$ cat src/rtl/gp_chain_pipe.sv
// gp_chain_pipe
//   Pipelined generate/propagate carry chain.  Each bit computes
//   c[i] = g[i] | (p[i] & c[i-1]) with c[-1] = in_cin.  The chain is cut
//   into SEG-bit segments, with one register stage per segment.  STAGES is
//   ceil(N/SEG), and that is also the latency in cycles.
//
// Ports
//   clk        in   rising-edge clock
//   rst_n      in   asynchronous active-low reset
//   in_valid   in   input vector present
//   in_ready   out  block accepts the input vector this cycle
//   in_g       in   [N] generate bits, bit 0 is first in the chain
//   in_p       in   [N] propagate bits
//   in_cin     in   chain carry-in
//   out_valid  out  result present
//   out_ready  in   downstream accepts the result
//   out_c      out  [N] carry after each bit
//   out_cout   out  final carry c[N-1]
//   out_pall   out  AND of all propagate bits
//
// Handshake: a vector moves across a boundary on any rising edge where the
// sender's valid and the receiver's ready are both 1.  A sender holds its
// data while valid=1 and ready=0.  Ready does not depend on valid in the
// same cycle, so no combinational path runs from in_valid to any output.
module gp_chain_pipe #(
   parameter int N   = 5,
   parameter int SEG = 2
) (
   input  logic         clk,
   input  logic         rst_n,
   input  logic         in_valid,
   output logic         in_ready,
   input  logic [N-1:0] in_g,
   input  logic [N-1:0] in_p,
   input  logic         in_cin,
   output logic         out_valid,
   input  logic         out_ready,
   output logic [N-1:0] out_c,
   output logic         out_cout,
   output logic         out_pall
);

   localparam int STAGES = (N + SEG - 1) / SEG;

   // The full g/p vectors travel with the data.  Each stage reads only its
   // own segment, so synthesis trims the bits that are already consumed.
   typedef struct packed {
      logic [N-1:0] g;
      logic [N-1:0] p;
      logic [N-1:0] c;
      logic         carry;
      logic         pall;
   } stage_t;

   // Evaluate segment k on top of the running carry and running pall.
   function automatic stage_t eval_seg(input stage_t s, input int k);
      stage_t r;
      logic   cy;
      logic   pa;
      r  = s;
      cy = s.carry;
      pa = s.pall;
      for (int i = 0; i < N; i++) begin
         if (i >= k * SEG && i < (k + 1) * SEG) begin
            cy     = s.g[i] | (s.p[i] & cy);
            r.c[i] = cy;
            pa     = pa & s.p[i];
         end
      end
      r.carry = cy;
      r.pall  = pa;
      return r;
   endfunction

   stage_t            src   [STAGES];
   stage_t            st_d  [STAGES];
   stage_t            st_q  [STAGES];
   logic [STAGES-1:0] src_v;
   logic [STAGES-1:0] vld_d;
   logic [STAGES-1:0] vld_q;
   logic [STAGES-1:0] rdy;

   // Upstream view of each stage: stage 0 sees the input port, which starts
   // with a carry of in_cin and pall=1.
   always_comb begin
      src[0]   = '{g: in_g, p: in_p, c: '0, carry: in_cin, pall: 1'b1};
      src_v[0] = in_valid;
      for (int k = 1; k < STAGES; k++) begin
         src[k]   = st_q[k-1];
         src_v[k] = vld_q[k-1];
      end
   end

   // rdy_k = !valid_k | rdy_{k+1}, with rdy_STAGES = out_ready.  The
   // recurrence is unrolled: a stage can load if downstream is ready or if
   // any stage at or after it holds a bubble.
   always_comb begin
      for (int k = 0; k < STAGES; k++) begin
         st_d[k]  = eval_seg(src[k], k);
         vld_d[k] = src_v[k];
         rdy[k]   = out_ready;
         for (int j = k; j < STAGES; j++) begin
            if (!vld_q[j]) rdy[k] = 1'b1;
         end
      end
   end

   always_ff @(posedge clk or negedge rst_n) begin
      if (!rst_n) begin
         vld_q <= '0;
         for (int k = 0; k < STAGES; k++) st_q[k] <= '0;
      end else begin
         for (int k = 0; k < STAGES; k++) begin
            if (rdy[k]) begin
               vld_q[k] <= vld_d[k];
               st_q[k]  <= st_d[k];
            end
         end
      end
   end

   assign in_ready  = rdy[0];
   assign out_valid = vld_q[STAGES-1];
   assign out_c     = st_q[STAGES-1].c;
   assign out_cout  = st_q[STAGES-1].carry;
   assign out_pall  = st_q[STAGES-1].pall;

endmodule

$ cat config.mk
export PLATFORM = sky130hd
export DESIGN_NAME = gp_chain_pipe
export DESIGN_NICKNAME = d
export VERILOG_FILES = /design/src/rtl/gp_chain_pipe.sv
export SDC_FILE = /design/constraint.sdc
export NUM_CORES = 1
export LEC_CHECK = 0
export ABC_AREA = 1
export CAP_MARGIN = 25
export CORE_UTILIZATION = 35
export DETAILED_ROUTE_END_ITERATION = 10
export GPL_ROUTABILITY_DRIVEN = 0
export MAX_ROUTING_LAYER = met4
export SYNTH_ARGS = -nofsm -noshare
export SYNTH_HDL_FRONTEND = slang
export SYNTH_SLANG_ARGS = --single-unit
$ cat constraint.sdc
create_clock -name clk -period 1.9 [get_ports clk]
set_input_delay 0.285 -clock clk [delete_from_list [all_inputs] [get_ports clk]]
set_output_delay 0.285 -clock clk [all_outputs]
set_load 0.005 [all_outputs]
==> flow_metrics.env <==
export IMPL_final_util_pct=49.09
export IMPL_cts_tree="yes"
export IMPL_fmaxAchievable_ghz=0.5502
export IMPL_synthesis_nets=131
export IMPL_setup_tns_ns=0
export IMPL_fp_row_count=19
export IMPL_setup_worst_path_start_class="input port"
export IMPL_synth_largest_area_cell="dfrtp_1"
export IMPL_clk_latency_ns=0.31
export IMPL_cts_path_max_buffers=2
export IMPL_p_leak_nw=0.7053
export IMPL_min_period_ns=1.818
export IMPL_gr_total_overflow=0
export IMPL_final_max_slew_violation_count=0
export IMPL_synth_area_leaders="dfrtp_1 61%, nand2_1 22%, nand3_1 3.9%"
export IMPL_max_cap_viol_count=0
export IMPL_hold_viol=0
export IMPL_power_mw=1.130
export IMPL_grt_pass1_vias=742
export IMPL_core_sq_mm=0.002758
export IMPL_viasPerCell=4.508
export IMPL_cts_clk_slew_worst_paths_ns=0.14
export IMPL_holdBufCountCts=0
export IMPL_drcViolationCount=0
export IMPL_ant_nets=0
export IMPL_synth_top_cell_area_share_pct=61.20
export IMPL_min_path_type="input port to asynchronous set/reset pin"
export IMPL_cts_sinks=25
export IMPL_die_w_um=56.05
export IMPL_ys_flop_type="dfrtp_1"
export IMPL_pin_count=24
export IMPL_finalClockSkew_ns=0.008044
export IMPL_die_area_sq_mm=0.003141
export IMPL_syn2layout_area_growth_pct=32.44
export IMPL_setup_viol=0
export IMPL_slew_headroom_pct=79.55
export IMPL_grt_max_degree=26
export IMPL_synth_async_sr_flop_share_pct=100.0
export IMPL_synth_commonest_cells="61 x nand2_1, 25 x dfrtp_1, 8 x inv_1, 8 x nand3_1, 3 x a21oi_1"
export IMPL_synth_cell_area_sq_mm=0.001022
export IMPL_initial_core_util_pct=37.07
export IMPL_track_usage_pct=12.95
export IMPL_period_share_pct=95.66
export IMPL_detail_route_wl_per_cell_um=9.955
export IMPL_ys_seq_area_share_pct=61.20
export IMPL_peakVddDrop_mv=0.4584
export IMPL_outcome="completed"
export IMPL_syn_area_per_cell_sq_um=8.812
export IMPL_wirelength_um=1782
export IMPL_die_h_um=56.05
export IMPL_dr_pass1_iters=4
export IMPL_antennaDiodeCount=0
export IMPL_critical_path_required_ns=1.62
export IMPL_p_per_area_mw_per_mm2=834.5
export IMPL_cts_made_buffers=3
export IMPL_cp_arrival_ns=1.53
export IMPL_cp_max_fo=2
export IMPL_synth_most_common_cell="nand2_1"
export IMPL_synth_seq_cells=25
export IMPL_rsz0062_at_grt="false"
export IMPL_io_buffers=23
export IMPL_nNetsFinal=164
export IMPL_htreeDepth=1
export IMPL_vias=807
export IMPL_cp_end_kind="primary output"
export IMPL_grt_pass1_wl_um=3111
export IMPL_yosysUniqueCellTypes=14
export IMPL_antenna_found_initial=0
export IMPL_tightest_slew_ns=0.3067
export IMPL_drt_iter0_drc=10
export IMPL_synth_edf_count=0
export IMPL_crit_type="input port to primary output"
export IMPL_yosys_warnings=0
export IMPL_cts_root_buffer="clkbuf_4"
export IMPL_netlist_instances=116
export IMPL_drive_gt1_share_pct=10.14
export IMPL_hpwl_um=1324
## metrics by stage
stage / area (sq um) / hold slack (ns) / cells / setup slack (ns)
6_report: 1354 / 0.3181 / 179 / 0.08242
5_1_grt: 1354 / 0.3263 / 179 / 0.01547
4_1_cts: 1338 / 0.3196 / 177 / 0.01145
3_5_place_dp: 1310 / 0.4596 / 173 / 0.08639
2_1_floorplan: 1022 / -0.01059 / 116 / 0.7309
3_3_place_gp: 1310 / 0.4569 / 173 / 0.08056
## critical path: stages
cell	delay, ns
clkdlybuf4s50_1	0.45
inv_1	0.06
nand3_2	0.08
clkinv_1	0.09
nand2_2	0.07
clkdlybuf4s50_1	0.49
## per-layer routing
layer / vias up / routed length [um] / GRT usage [%] / part of all wire (%)
met5: - / 0 / - / 0
met4: 0 / 13 / 5.226 / 0.73
met3: 2 / 80 / 2.093 / 4.5
met2: 22 / 839 / 20.92 / 47
met1: 363 / 848 / 16.27 / 48
li1: 420 / - / - / -
## registers in the layout (all words and copies together) (netlist names)
name and cells:
vld_q 3, src 16, out_pall 1, out_c 5
## placed cells by master (no fill, tap or decap), drive strengths merged
master          n
clkbuf          3
dfrtp          25
inv             8
nor2            3
a21oi           3
clkdlybuf4s50  23
nand3           9
clkinv          2
or2             1
o21ai           2
nand2          62
buf             7
## area by class of cell
cell class	instances	area, sq um
Clock buffer	3	22.52
Clock inverter	1	5.005
Fill cell	284	1404
Inverter	9	33.78
Multi-Input combinational cell	80	344.1
Sequential cell	25	626.9
Tap cell	31	38.79
Timing Repair Buffer	30	282.8
## worst paths after layout
path | startpoint | endpoint | slack (ns) | cells past startpoint
worst max register to register | vld_q[2]$_DFFE_PN0P_ | vld_q[0]$_DFFE_PN0P_ | 0.80 | 4
worst max-delay path | out_ready | in_ready | 0.08 | 6
worst min-delay path | rst_n | vld_q[1]$_DFFE_PN0P_ | 0.32 | 2
worst min register to register | src[3]$_DFFE_PN0P_ | src[3]$_DFFE_PN0P_ | 0.49 | 2
min in group clk | in_p[3] | src[27]$_DFFE_PN0P_ | 0.48 | 3
max in group asynchronous | rst_n | vld_q[2]$_DFFE_PN0P_ | 1.33 | 2
## kinds of logic after synthesis
| logic type | Yosys count | synth area share [%] |
|---|---|---|
| DFF | 25 | 61.20 |
| buffers and inverters | 11 | 5.141 |
| AOI/OAI and AO/OA | 5 | 2.448 |
| and+or+nand+nor | 75 | 31.21 |
## power breakdown
| part | internal, mW | total, mW | switching (mW) |
|---|---|---|---|
| Sequential | 0.607 | 0.651 | 0.0443 |
| Clock | 0.0785 | 0.232 | 0.153 |
| Combinational | 0.138 | 0.247 | 0.109 |
| Total | 0.823 | 1.13 | 0.307 |
## repair_timing
action | in CTS | in global routing
buffers inserted | 0 | 2
hold endpoints to repair | 0 | 0
gates resized for setup | 0 | 1
setup endpoints to repair | 0 | 1
No activity file was read; power rests on OpenSTA's default activity.
